--- config.mk ---
export PLATFORM = sky130hd
export DESIGN_NAME = key_sequence_transmitter_flat
export DESIGN_NICKNAME = d
export VERILOG_FILES = /design/src/rtl/key_sequence_transmitter_if.sv /design/src/rtl/key_sequence_transmitter.sv /design/src/flat_wrapper.sv
export SDC_FILE = /design/constraint.sdc
export NUM_CORES = 1
export LEC_CHECK = 0
export ABC_AREA = 1
export CORE_MARGIN = 2
export CORE_UTILIZATION = 37
export DETAILED_ROUTE_END_ITERATION = 16
export SLEW_MARGIN = 30
export SYNTH_ARGS = -nofsm -noshare
export SYNTH_HDL_FRONTEND = slang
export SYNTH_SLANG_ARGS = --single-unit
--- constraint.sdc ---
create_clock -name clock -period 3.1 [get_ports clock]
set_input_delay 0.465 -clock clock [delete_from_list [all_inputs] [get_ports clock]]
set_output_delay 0.465 -clock clock [all_outputs]
set_load 0.03 [all_outputs]
--- src/rtl/key_sequence_transmitter_if.sv ---
// Handshake bundle between the key transmitter and its controller / lock.
// The master side drives the request and the lock response; the slave is the transmitter.
interface key_sequence_transmitter_if #(
    parameter int unsigned KEY_W = 8,
    parameter int unsigned CNT_W = 4
);
    logic [1:KEY_W]   key;
    logic             send;
    logic             abort;
    logic             unlock_in;
    logic             x_out;
    logic             x_valid;
    logic             busy;
    logic             done;
    logic             success;
    logic             fail;
    logic [CNT_W-1:0] attempt_cnt;

    modport master (
        output key, send, abort, unlock_in,
        input  x_out, x_valid, busy, done, success, fail, attempt_cnt
    );

    modport slave (
        input  key, send, abort, unlock_in,
        output x_out, x_valid, busy, done, success, fail, attempt_cnt
    );
endinterface

--- src/rtl/key_sequence_transmitter.sv ---
// Serializes a captured key onto a code lock's input, waits for unlock and retries on timeout.
// All outputs are registered; next-state values are computed in a single combinational process.
module key_sequence_transmitter #(
    parameter int unsigned KEY_W        = 8,
    parameter int unsigned RESP_TIMEOUT = 4,
    parameter int unsigned MAX_TRIES    = 3,
    parameter int unsigned CNT_W        = 4
) (
    input logic                   clock,
    input logic                   reset,
    key_sequence_transmitter_if.slave bus
);
    localparam int unsigned BIT_W  = $clog2(KEY_W + 1);
    localparam int unsigned WAIT_W = $clog2(RESP_TIMEOUT + 1);

    typedef enum logic [1:0] {StIdle, StShift, StWait} state_e;

    state_e             r_state,   w_state_d;
    logic [1:KEY_W]     r_key,     w_key_d;
    logic [1:KEY_W]     r_sh,      w_sh_d;
    logic [BIT_W-1:0]   r_bit,     w_bit_d;
    logic [WAIT_W-1:0]  r_wait,    w_wait_d;
    logic [CNT_W-1:0]   r_attempt, w_attempt_d;
    logic               r_x_out,   w_x_out_d;
    logic               r_x_valid, w_x_valid_d;
    logic               r_busy,    w_busy_d;
    logic               r_done,    w_done_d;
    logic               r_success, w_success_d;
    logic               r_fail,    w_fail_d;

    always_comb begin
        w_state_d   = r_state;
        w_key_d     = r_key;
        w_sh_d      = r_sh;
        w_bit_d     = r_bit;
        w_wait_d    = r_wait;
        w_attempt_d = r_attempt;
        w_x_out_d   = 1'b0;
        w_x_valid_d = 1'b0;
        w_done_d    = 1'b0;
        w_success_d = r_success;
        w_fail_d    = r_fail;

        if (bus.abort) begin
            // Cancel keeps the sticky result flags of the previous request.
            w_state_d   = StIdle;
            w_attempt_d = '0;
        end else begin
            unique case (r_state)
                StIdle: begin
                    if (bus.send) begin
                        w_key_d     = bus.key;
                        w_sh_d      = bus.key << 1;
                        w_x_out_d   = bus.key[1];
                        w_x_valid_d = 1'b1;
                        w_bit_d     = BIT_W'(1);
                        w_attempt_d = CNT_W'(1);
                        w_success_d = 1'b0;
                        w_fail_d    = 1'b0;
                        w_state_d   = StShift;
                    end
                end
                StShift: begin
                    // r_bit is the index of the bit currently on x_out.
                    if (r_bit == BIT_W'(KEY_W)) begin
                        w_state_d = StWait;
                        w_wait_d  = WAIT_W'(1);
                    end else begin
                        w_x_out_d   = r_sh[1];
                        w_x_valid_d = 1'b1;
                        w_sh_d      = r_sh << 1;
                        w_bit_d     = r_bit + BIT_W'(1);
                    end
                end
                StWait: begin
                    if (bus.unlock_in) begin
                        w_state_d   = StIdle;
                        w_done_d    = 1'b1;
                        w_success_d = 1'b1;
                    end else if (r_wait == WAIT_W'(RESP_TIMEOUT)) begin
                        if (r_attempt < CNT_W'(MAX_TRIES)) begin
                            w_state_d   = StShift;
                            w_sh_d      = r_key << 1;
                            w_x_out_d   = r_key[1];
                            w_x_valid_d = 1'b1;
                            w_bit_d     = BIT_W'(1);
                            w_attempt_d = r_attempt + CNT_W'(1);
                        end else begin
                            w_state_d = StIdle;
                            w_done_d  = 1'b1;
                            w_fail_d  = 1'b1;
                        end
                    end else begin
                        w_wait_d = r_wait + WAIT_W'(1);
                    end
                end
                default: w_state_d = StIdle;
            endcase
        end

        w_busy_d = (w_state_d != StIdle);
    end

    always_ff @(posedge clock) begin
        if (reset) begin
            r_state   <= StIdle;
            r_key     <= '0;
            r_sh      <= '0;
            r_bit     <= '0;
            r_wait    <= '0;
            r_attempt <= '0;
            r_x_out   <= 1'b0;
            r_x_valid <= 1'b0;
            r_busy    <= 1'b0;
            r_done    <= 1'b0;
            r_success <= 1'b0;
            r_fail    <= 1'b0;
        end else begin
            r_state   <= w_state_d;
            r_key     <= w_key_d;
            r_sh      <= w_sh_d;
            r_bit     <= w_bit_d;
            r_wait    <= w_wait_d;
            r_attempt <= w_attempt_d;
            r_x_out   <= w_x_out_d;
            r_x_valid <= w_x_valid_d;
            r_busy    <= w_busy_d;
            r_done    <= w_done_d;
            r_success <= w_success_d;
            r_fail    <= w_fail_d;
        end
    end

    assign bus.x_out       = r_x_out;
    assign bus.x_valid     = r_x_valid;
    assign bus.busy        = r_busy;
    assign bus.done        = r_done;
    assign bus.success     = r_success;
    assign bus.fail        = r_fail;
    assign bus.attempt_cnt = r_attempt;
endmodule

--- src/flat_wrapper.sv ---
// flat-port wrapper written by rule: the top's interface ports become plain ports
module key_sequence_transmitter_flat 
#(
    parameter int unsigned KEY_W        = 8,
    parameter int unsigned RESP_TIMEOUT = 4,
    parameter int unsigned MAX_TRIES    = 3,
    parameter int unsigned CNT_W        = 4
)
  (clock, reset, bus_key, bus_send, bus_abort, bus_unlock_in, bus_x_out, bus_x_valid, bus_busy, bus_done, bus_success, bus_fail, bus_attempt_cnt);
  key_sequence_transmitter_if #(.KEY_W(KEY_W), .CNT_W(CNT_W)) bus_i ();
  input logic clock;
  input logic reset;
  input wire logic [$bits(bus_i.key)-1:0] bus_key;
  input wire logic [$bits(bus_i.send)-1:0] bus_send;
  input wire logic [$bits(bus_i.abort)-1:0] bus_abort;
  input wire logic [$bits(bus_i.unlock_in)-1:0] bus_unlock_in;
  output wire logic [$bits(bus_i.x_out)-1:0] bus_x_out;
  output wire logic [$bits(bus_i.x_valid)-1:0] bus_x_valid;
  output wire logic [$bits(bus_i.busy)-1:0] bus_busy;
  output wire logic [$bits(bus_i.done)-1:0] bus_done;
  output wire logic [$bits(bus_i.success)-1:0] bus_success;
  output wire logic [$bits(bus_i.fail)-1:0] bus_fail;
  output wire logic [$bits(bus_i.attempt_cnt)-1:0] bus_attempt_cnt;
  assign bus_i.key = bus_key;
  assign bus_i.send = bus_send;
  assign bus_i.abort = bus_abort;
  assign bus_i.unlock_in = bus_unlock_in;
  assign bus_x_out = bus_i.x_out;
  assign bus_x_valid = bus_i.x_valid;
  assign bus_busy = bus_i.busy;
  assign bus_done = bus_i.done;
  assign bus_success = bus_i.success;
  assign bus_fail = bus_i.fail;
  assign bus_attempt_cnt = bus_i.attempt_cnt;
  key_sequence_transmitter #(.KEY_W(KEY_W), .RESP_TIMEOUT(RESP_TIMEOUT), .MAX_TRIES(MAX_TRIES), .CNT_W(CNT_W)) u_core (.clock(clock), .reset(reset), .bus(bus_i));
endmodule
Word level (Yosys, flattened, before mapping) --
Index checks and enable logic that the tools add are counted.
Word-level totals: bits of input ports 13, output and inout port bits 10, word-level logic and storage cells 93, bits in registers 35
Cells by class: add/sub/neg operators 3, eq/ne operators 13, magnitude comparators 1, bitwise operators 2, reductions and logical operators 13, muxes and demuxes 49
Operators by type and width (number):
- 8-bit 2-to-1 mux | 5
- 4-bit 2-to-1 mux | 8
- 8-bit case mux with 3 select lines | 1
- 1-bit 2-to-1 mux | 19
- 2-bit != test (second input constant) | 6
- 4-bit case mux with 3 select lines | 1
- 2-bit 2-to-1 mux | 5
- 5-bit AND reduction | 2
- 3-bit 2-to-1 mux | 3
- 4-bit by 1-bit adder with 4-bit output (second input constant) | 2
- 4-bit case mux with 2 select lines | 1
- 7-bit AND reduction | 1
- 2-bit by 1-bit != test with 1-bit output (second input constant) | 3
- 1-bit case mux with 3 select lines | 2
- 2-bit case mux with 3 select lines | 1
- 3-bit case mux with 2 select lines | 1
- 6-bit AND reduction | 1
- 2-bit nonzero test | 3
- 4-bit equality test (second input constant) | 1
- 4-bit by 2-bit < comparator with 1-bit output (second input constant) | 1
- 1-bit case mux with 2 select lines | 2
- 4-bit AND reduction | 1
- 3-bit by 1-bit adder with 3-bit output (second input constant) | 1
- 3-bit equality test (second input constant) | 1
- other kinds (8) | 9

Longest topological paths before layout --
Gate-level depths: netlist of run 1.
depth after elaboration 7, gate-level depth with buffers 10, depth with buffers taken out 10

Least setup slack after synthesis of run 1 --
OpenSTA, ideal clock, no wires.
kind reg2reg, start register u_core.r_state[0], end register u_core.r_wait[2], required time 2.968 ns, setup time 0.132 ns, period minus slack after synthesis 1.576 ns, arrival 1.443 ns, buffers on the path 1, cell stages (with the launch flop) 9, slack 1.524 ns, path through dfxtp_1 > inv_1 > ha_1 > buf_2 > inv_1 > nor3_2 > nand2_1 > nand2_1 > a21oi_1
Between the ends: word-level cells in the longest chain between the ends 3, elaborated cells between the ends (all ways) 8, classes of those cells eq/ne (5); mux (1); reduce/logical (2)
RTL lines:
- start: declaration | RTL line key_sequence_transmitter.sv:18 | state_e r_state, w_state_d;
- start signal: assignment | RTL line key_sequence_transmitter.sv:106 | r_state <= StIdle;
- start signal: assignment | RTL line key_sequence_transmitter.sv:119 | r_state <= w_state_d;
- 2-bit equality test / 2-bit by 1-bit equality test with 1-bit output (equally long branches) | RTL line key_sequence_transmitter.sv:49 | unique case (r_state)
- 2-bit != test (no source line), or another cell as far along
- 5-bit AND reduction (no source line)
- end signal: assignment | RTL line key_sequence_transmitter.sv:123 | r_wait <= w_wait_d;
- end: declaration | RTL line key_sequence_transmitter.sv:22 | logic [WAIT_W-1:0] r_wait, w_wait_d;
Parallel ways exist; a longest one is shown, timed or not. A chain may end at the register's enable or synchronous reset.

Final worst setup path of run 1 --
start register u_core.r_state[0], end register u_core.r_wait[1]
Same word-level chain as after synthesis.

==> results of run 1 <==
==> power breakdown <==
| part | total, mW | switching, mW | internal (mW) |
|---|---|---|---|
| registers | 0.466 | 0.0101 | 0.456 |
| clock network | 0.327 | 0.148 | 0.179 |
| logic | 0.128 | 0.0782 | 0.0501 |
| total | 0.922 | 0.237 | 0.685 |
==> cell families after synthesis <==
| family | after synthesis | share of synthesized area [%] |
|---|---|---|
| flops | 34 | 37.13 |
| xor+xnor | 1 | 0.4779 |
| buf+inv | 45 | 10.38 |
| fa+ha+maj | 9 | 6.143 |
| simple gates | 131 | 33.38 |
| compound gates | 42 | 12.49 |
==> sequential cells by signal, summed over array words and instances, names as in the netlist <==
signal                  count
u_core.r_key                8
u_core.r_sh                 7
u_core.bus.attempt_cnt      4
u_core.r_bit                4
u_core.r_wait               3
u_core.r_state              2
u_core.bus.busy             1
u_core.bus.done             1
u_core.bus.fail             1
u_core.bus.success          1
u_core.bus.x_out            1
u_core.bus.x_valid          1
==> worst min-delay path by stage <==
stage / end / slack [ns] / cells past startpoint
6_report: u_core.bus.attempt_cnt[3] / 0.45 / 2
5_1_grt: u_core.bus.attempt_cnt[2] / 0.47 / 2
4_1_cts: u_core.r_key[5] / 0.46 / 2
3_5_place_dp: u_core.bus.attempt_cnt[2] / 0.45 / 2
3_3_place_gp: u_core.r_key[4] / 0.44 / 2
2_1_floorplan: u_core.r_key[5] / 0.42 / 2
==> stage by stage <==
stage,area (µm²),instances,hold WS [ns],util (%)
final,2191,353,0.4538,46.08
after global placement,2100,345,0.4427,44.16
after CTS,2191,353,0.4563,46.08
after detailed placement,2100,345,0.4470,44.16
after floorplan,1833,262,0.4246,-
after global routing,2191,353,0.4736,46.08
==> routing by layer <==
metal / vias to the layer above / global-route usage [%] / part of all wire (%)
li1: 879 / - / -
met1: 717 / 23.59 / 51
met2: 35 / 22.71 / 43
met3: 6 / 3.659 / 4.7
met4: 0 / 5.952 / 1.6
met5: - / 0 / 0
==> cell usage in the layout, fill, tap and decap left out <==
cell type	Yosys	final
nand2_1	72	72
dfxtp_1	34	34
inv_1	32	32
nor2_1	25	25
clkdlybuf4s50_1	0	22
a21oi_1	20	20
nand3_1	16	16
o21ai_0	13	13
ha_1	9	9
clkbuf_8	0	6
inv_2	5	5
nor2_4	4	4
nand4_1	4	4
nand3_2	3	3
o22ai_1	3	3
nand2_4	2	2
a31oi_1	2	2
nor2_2	1	1
inv_4	1	1
a21oi_2	1	1
nand2_2	1	1
o21ai_2	1	1
nand3_4	1	1
o211ai_1	1	1
a211oi_1	1	1
nor3_2	1	1
xnor2_1	1	1
nor3_1	1	1
clkbuf_1	2	1
clkinv_2	0	1
buf_4	0	1
==> tightest hold or removal path: stages, from the launching register on <==
cell,delay [ns]
dfxtp_1,0.32
nand2_1,0.06
nor2_1,0.03
==> cell type report <==
type	count	area (µm²)	area share, %
Clock buffer	7	86.33	3.941
Sequential cell	34	680.7	31.07
Tap cell	67	83.83	3.826
Inverter	38	145.1	6.625
Timing Repair Buffer	23	227.7	10.39
Clock inverter	1	5.005	0.2284
Multi-Input combinational cell	183	962.2	43.92
==> impl_metrics.csv, run 1 <==
group,metric,value,unit
logic_synthesis,synth_fp_nets,284,
floorplan,die_area,0.005533,mm²
critical_path,critPathCaptureType,"flip-flop",
logic_synthesis,seq_area_frac_synth,37.13,%
timing,fin_skew,0.004216,ns
critical_path,crit_chain,"inv_1, ha_1, inv_1, nor3_2, nand2_1, nand2_1, nand2_1, nor2_1",
routing,vias_per_cell,4.637,
routing,wl,3986,µm
critical_path,cp.depth,8,
critical_path,rrSetupSlack,1.10,ns
clocking,cts_hold_buf,0,
placement,pre_cts_slack,1.028,ns
timing,tightest_slew,0.5635,ns
clocking,ctsHtreeMaxLevel,2,
logic_synthesis,synth_top_area_cell,"dfxtp_1",
routing,drt_pre_antenna_iters,4,
critical_path,cp_max_fo,9,
floorplan,core_area,0.004755,mm²
timing,fin_crit_sh,64.49,%
global_routing,grt_usage,16.03,%
placement,hpwlAfterDp,2932,µm
clocking,cts_resized,0,
power,p_per_area,420.6,mW/mm²
global_routing,grt_pass1_wl,6858,µm
clocking,cts_buffers,5,
critical_path,cp_data_arrival_time,2.22,ns
critical_path,path_buf_inv,2,
logic_synthesis,synth_most_common_cell,"nand2_1",
hold_path,min_from,"u_core.bus.attempt_cnt[3]",
power,power_leakage,0.8930,nW
timing,slew_headroom,62.44,%
logic_synthesis,synth_area,0.001833,mm²
critical_path,timing.rr.end,"u_core.r_wait[1]",
clocking,root_buffer,"clkbuf_8",
timing,grt_setup_unrepaired,"false",
cells_and_area,nets,307,
critical_path,crit_slowest_cell,"ha_1",
logic_synthesis,async_reset_ff_share,0,%
timing,fin_tns_setup,0,ns
clocking,postCtsSetupBuffers,0,
routing,detail_route.wl_per_cell,11.29,µm
timing,fmax,500.2,MHz
routing,dr.first_iter.drc_count,72,
critical_path,timing.rr.start,"u_core.r_state[0]",
power,total_power,0.9215,mW
critical_path,worstSetupEndpoint,"u_core.r_wait[1]",
critical_path,start_kind,"flip-flop",
status,status,"finished, final reports clean",
clocking,cts_buffer_depth,2,
logic_synthesis,synth_flop_cell,"dfxtp_1",
logic_synthesis,yosysWarnings,0,
routing,drcViolationCount,0,
critical_path,path_common_cell,"nand2_1",
floorplan,die_w,74.39,µm
placement,gp_congestion,0.7978,
global_routing,grt-ovfl-total,0,
floorplan,die_y,74.39,µm
critical_path,crit_required,3.32,ns
timing,finalCriticalPeriod,1.999,ns
timing,finalMaxSlewViolations,0,
power,ir_drop,167.4,µV
logic_synthesis,synth-seq-cells,34,
floorplan,io_pins,23,
global_routing,antenna_found_initial,0,
logic_synthesis,avgSynthCellArea,6.996,µm²
floorplan,rows,25,
routing,postRouteAntennaNets,0,
timing,hold_viol,0,
logic_synthesis,synth_commonest_cells,"72 x nand2_1, 34 x dfxtp_1, 32 x inv_1",
flow_run,maxCapViolations,0,
clocking,clock-sinks,34,
logic_synthesis,synth_cell_type_count,29,
timing,setup_ws,1.101,ns
routing,dr_total_vias,1637,
critical_path,startpoint,"u_core.r_state[0]",
critical_path,reg2regPathDepth,8,
critical_path,slowest_delay,0.49,ns
critical_path,path_delay_family,"simple AND/OR/NAND/NOR gates",
global_routing,grt_pass1_vias,1465,
cells_and_area,areaGrowthSynthToFinish,19.52,%
logic_synthesis,synth_edf_count,0,
cells_and_area,fillCellCount,515,
clocking,clkLatencyLatePin,0.28,ns
placement,io_buffers,22,
timing,setup_viol,0,
cells_and_area,antenna_cells,0,
logic_synthesis,synth_top_area_share,37.13,%
hold_path,hp-class,"reg -> reg",
critical_path,path_class,"reg -> reg",
clocking,cts_tree,"done",
logic_synthesis,synth_area_leaders,"dfxtp_1 37%, nand2_1 15%, inv_1 6.6%",
logic_synthesis,syn_inst,262,
clocking,clk_pin_slew,0.07,ns
floorplan,start_util,38.55,%
cells_and_area,drive_gt1_share,10.14,%
global_routing,grt_max_degree,15,
Note: power is estimated with default switching activity, not from simulation.
==> inputs of run 2 (changes only) <==
clock period = 1.8 ns   (was 3.1 ns; I/O delays follow)
==> impl_metrics.csv, run 2 (synthesized netlist as in run 1, its figures left out) <==
group,metric,value,unit
floorplan,die_y,74.39,µm
clocking,cts_hold_buf,0,
flow_run,maxCapViolations,0,
critical_path,timing.rr.start,"u_core.r_state[1]",
timing,setup_viol,0,
timing,fmax,615.5,MHz
cells_and_area,drive_gt1_share,14.38,%
floorplan,start_util,38.55,%
routing,vias_per_cell,4.604,
global_routing,grt_max_degree,15,
critical_path,timing.rr.end,"u_core.r_sh[5]",
cells_and_area,antenna_cells,0,
critical_path,critPathCaptureType,"flip-flop",
critical_path,rrSetupSlack,0.18,ns
timing,fin_crit_sh,90.26,%
power,power.share.clock,36.1,%
timing,tightest_slew,0.3310,ns
critical_path,start_kind,"flip-flop",
routing,dr.first_iter.drc_count,99,
floorplan,io_pins,23,
power,ir_drop,567.5,µV
timing,finalCriticalPeriod,1.625,ns
timing,fin_tns_setup,0,ns
clocking,clk_pin_slew,0.07,ns
critical_path,cp_max_fo,7,
clocking,cts_buffer_depth,2,
cells_and_area,largest_reg_flops,8,
global_routing,grt_usage,17.16,%
floorplan,rows,25,
floorplan,die_area,0.005533,mm²
cells_and_area,nets,320,
cells_and_area,final_common_cell,"nand2_1",
cells_and_area,top_regs,"u_core.r_key (8), u_core.r_sh (7)",
global_routing,grt_pass1_wl,7189,µm
timing,finalMaxSlewViolations,0,
status,status,"finished, final reports clean",
power,p_switching,0.4406,mW
floorplan,core_area,0.004755,mm²
placement,hpwlAfterDp,3118,µm
global_routing,grt-ovfl-total,0,
power,p_sw_share,26.84,%
critical_path,cp_data_arrival_time,1.85,ns
timing,hold_viol,0,
routing,detail_route.wl_per_cell,11.32,µm
placement,pre_cts_slack,0.09760,ns
hold_path,min_from,"u_core.bus.fail",
routing,wl,4144,µm
clocking,clkLatencyLatePin,0.29,ns
hold_path,hp-class,"reg -> reg",
routing,drt_pre_antenna_iters,4,
power,combPwrFrac,15.3,%
hold_path,whs_endpoint,"u_core.bus.fail",
clocking,clock-sinks,34,
clocking,ctsHtreeMaxLevel,2,
critical_path,path_class,"reg -> reg",
global_routing,grt_pass1_vias,1522,
timing,fin_skew,0.004472,ns
cells_and_area,fillCellCount,492,
power,internal_power,1.201,mW
global_routing,antenna_found_initial,0,
routing,drcViolationCount,0,
clocking,root_buffer,"clkbuf_8",
floorplan,die_w,74.39,µm
routing,postRouteAntennaNets,0,
critical_path,reg2regPathDepth,9,
timing,slew_headroom,77.91,%
clocking,cts_buffers,5,
cells_and_area,layout.cells.non_filler,366,
power,seqPwrFrac,48.6,%
timing,grt_setup_unrepaired,"false",
placement,dp.cells,358,
power,power_leakage,0.9606,nW
timing,setup_ws,0.1753,ns
clocking,cts_tree,"done",
cells_and_area,final_cell_mix,"72 x nand2_1, 34 x dfxtp_1, 32 x inv_1",
placement,gp_congestion,0.8082,
cells_and_area,areaGrowthSynthToFinish,25.67,%
placement,io_buffers,22,
power,p_per_area,712.7,mW/mm²
critical_path,crit_required,2.02,ns
hold_path,min_path_cells,2,
cells_and_area,top_register,"u_core.r_key",
routing,dr_total_vias,1685,
## run 2: changes by cell type in the layout (fill, tap and decap cells not counted)
cell    before  now
ha_2         0    1
buf_12       0    1
buf_4        1   13
ha_1         9    8
## run 2: repair_timing
action,in CTS,in global routing
resized for setup,0,1
setup buffers,0,0
endpoints found under the setup margin,0,3
## run 2: metal layers
metal  track usage, %  part of all wire, %  vias up
li1                 -                    -      908
met2            25.47                   43       31
met1            24.30                   50      740
met5                0                    0        -
met3            3.388                  5.1        6
met4            7.143                  1.9        0
## run 2: worst max-delay path by stage
stage	from	end	depth (start not counted)
finish	u_core.r_state[1]	u_core.r_sh[5]	9
CTS	u_core.r_state[0]	u_core.r_sh[5]	9
floorplan	u_core.r_state[0]	u_core.r_wait[2]	8
detailed placement	bus_abort	u_core.r_sh[5]	8
global route	u_core.r_state[1]	u_core.bus.success	7
global placement	bus_abort	u_core.r_sh[4]	8
## run 2: cell type report
| class | count | area [µm²] | share of cell area [%] |
|---|---|---|---|
| clock buffer | 7 | 86.33 | 3.748 |
| clock inverter | 1 | 5.005 | 0.2173 |
| inverter | 38 | 145.1 | 6.301 |
| multi-input combinational | 183 | 964.7 | 41.88 |
| sequential | 34 | 680.7 | 29.55 |
| tap | 67 | 83.83 | 3.639 |
| timing repair buffer | 36 | 337.8 | 14.67 |
## run 2: power groups by stage
stage	clock network (mW)	registers [mW]	logic (mW)
6_report	0.593	0.798	0.251
4_1_cts	0.606	0.798	0.252
3_5_place_dp	0	0.815	0.250
3_3_place_gp	0	0.815	0.250
2_1_floorplan	0	0.826	0.137
5_1_grt	0.634	0.801	0.282
## run 2: critical path, cell delays in order (launching register included)
cell	delay (ns)
dfxtp_1	0.38
inv_1	0.10
ha_1	0.27
inv_2	0.12
nor2_4	0.05
nor2_4	0.16
inv_2	0.06
nor2_4	0.20
nand3_1	0.10
a21oi_1	0.13
## run 2: per-stage QoR
stage	instance area (µm²)	hold WS (ns)	total power, mW	util, %
after CTS	2301	0.4603	1.656	48.39
after global routing	2303	0.4782	1.717	48.45
after detailed placement	2210	0.4522	1.066	46.47
after global placement	2210	0.4413	1.065	46.47
final	2303	0.4595	1.642	48.45
after floorplan	1833	0.3391	0.9632	-
==> inputs of run 3 (changes only) <==
RECOVER_POWER = 25   (was unset)
==> impl_metrics.csv, run 3 (synthesized netlist as in run 1, its figures left out) <==
group,metric,value,unit
clocking,cts_tree,"done",
clocking,clkLatencyLatePin,0.28,ns
global_routing,antenna_found_initial,0,
placement,gp_congestion,0.8082,
power,ir_drop,554.9,µV
routing,detail_route.wl_per_cell,11.28,µm
status,status,"finished, final reports clean",
critical_path,reg2regPathDepth,7,
global_routing,grt_pass1_wl,7189,µm
floorplan,die_area,0.005533,mm²
cells_and_area,nets,320,
clocking,clk_pin_slew,0.07,ns
routing,drt_pre_antenna_iters,4,
routing,drcViolationCount,0,
critical_path,crit_chain,"ha_2, inv_4, nor2_1, inv_1, nor2_1, nand2_1, a31oi_1",
timing,hold_viol,0,
floorplan,die_y,74.39,µm
global_routing,grt_max_degree,15,
critical_path,crit_slowest_cell,"dfxtp_1",
timing,setup_viol,0,
placement,hpwlAfterDp,3118,µm
floorplan,rows,25,
floorplan,io_pins,23,
timing,fin_tns_setup,0,ns
global_routing,grt_pass1_vias,1522,
clocking,clock-sinks,34,
cells_and_area,drive_gt1_share,13.04,%
cells_and_area,areaGrowthSynthToFinish,25.05,%
placement,dpl-instance-area,0.002210,mm²
critical_path,cp_max_fo,9,
timing,fmax,591.3,MHz
global_routing,grt-ovfl-total,0,
critical_path,rrSetupSlack,0.11,ns
cells_and_area,top_register,"u_core.r_key",
routing,dr_total_vias,1688,
critical_path,path_class,"reg -> reg",
power,p_per_area,710.8,mW/mm²
cells_and_area,largest_reg_flops,8,
critical_path,slowest_delay,0.38,ns
critical_path,critPathCaptureType,"flip-flop",
cells_and_area,antenna_cells,0,
power,power_leakage,0.9715,nW
placement,dp.cells,358,
placement,io_buffers,22,
cells_and_area,final_cell_mix,"72 x nand2_1, 34 x inv_1, 34 x dfxtp_1",
floorplan,start_util,38.55,%
critical_path,start_kind,"flip-flop",
routing,vias_per_cell,4.612,
critical_path,crit_required,2.01,ns
floorplan,core_area,0.004755,mm²
routing,postRouteAntennaNets,0,
hold_path,min_path_cells,2,
cells_and_area,layout.cells.non_filler,366,
hold_path,hp-class,"reg -> reg",
routing,wl,4130,µm
timing,fin_skew,0.004608,ns
cells_and_area,top_regs,"u_core.r_key (8), u_core.r_sh (7)",
floorplan,die_w,74.39,µm
routing,dr.first_iter.drc_count,101,
timing,slew_headroom,75.72,%
cells_and_area,fin_util,48.21,%
clocking,cts_buffers,5,
timing,grt_setup_unrepaired,"false",
critical_path,cp_data_arrival_time,1.91,ns
cells_and_area,final_common_cell,"nand2_1",
global_routing,grt_usage,17.16,%
clocking,cts_hold_buf,0,
critical_path,path_common_cell,"nor2_1",
timing,finalMaxSlewViolations,0,
timing,finalCriticalPeriod,1.691,ns
clocking,cts_buffer_depth,2,
clocking,root_buffer,"clkbuf_8",
flow_run,maxCapViolations,0,
cells_and_area,fin_area,0.002292,mm²
clocking,ctsHtreeMaxLevel,2,
timing,fin_crit_sh,93.95,%
timing,tightest_slew,0.3628,ns
run 3: stage by stage:
| step | power, mW | hold WS (ns) | setup WS, ns |
|---|---|---|---|
| detailed placement | 1.066 | 0.4522 | 0.09760 |
| floorplan | 0.9632 | 0.3391 | 0.2243 |
| global placement | 1.065 | 0.4413 | 0.1155 |
| global route | 1.714 | 0.4782 | 0.01205 |
| finish | 1.629 | 0.4595 | 0.1089 |
| CTS | 1.656 | 0.4603 | 0.08907 |
run 3: power by group:
part | internal [mW] | leakage [nW] | switching [mW]
registers | 0.785 | 0.277 | 0.0131
logic | 0.105 | 0.646 | 0.142
clock network | 0.309 | 0.0482 | 0.275
run 3: worst max-delay path: cells and delay by family, from the launching register on:
family                     cells  cell delay [ns]
AOI/OAI and AO/OA              1             0.13
adders and majority gates      1             0.30
buffers and inverters          2             0.23
DFF                            1             0.38
and+or+nand+nor                3             0.58
run 3: worst paths after layout:
kind | from | end
hold / removal | u_core.bus.fail | u_core.bus.fail
setup / recovery | u_core.r_state[1] | u_core.bus.x_out
setup reg to reg | u_core.r_state[1] | u_core.bus.x_out
hold reg to reg | u_core.bus.fail | u_core.bus.fail
run 3: per-layer routing:
layer  up-vias  wire length (µm)  part of all wire (%)  track usage, %
met2        26              1770                    43           25.47
met5         -                 0                     0               0
met3         6               155                   3.8           3.388
met1       752              2119                    51           24.30
li1        904                 -                     -               -
met4         0                85                   2.1           7.143
run 3: final cells by class:
class | count | area [µm²]
inverters | 38 | 145.1
clock inverters | 1 | 5.005
multi-input cells | 183 | 957.2
fillers | 493 | 2462
repair buffers | 36 | 334.1
well taps | 67 | 83.83
flip-flops and latches | 34 | 680.7
clock buffers | 7 | 86.33
run 3: timing repair:
action | in CTS | in global routing
resized for setup | 0 | 1
buffers inserted | 0 | 0
endpoints found under the setup margin | 0 | 3
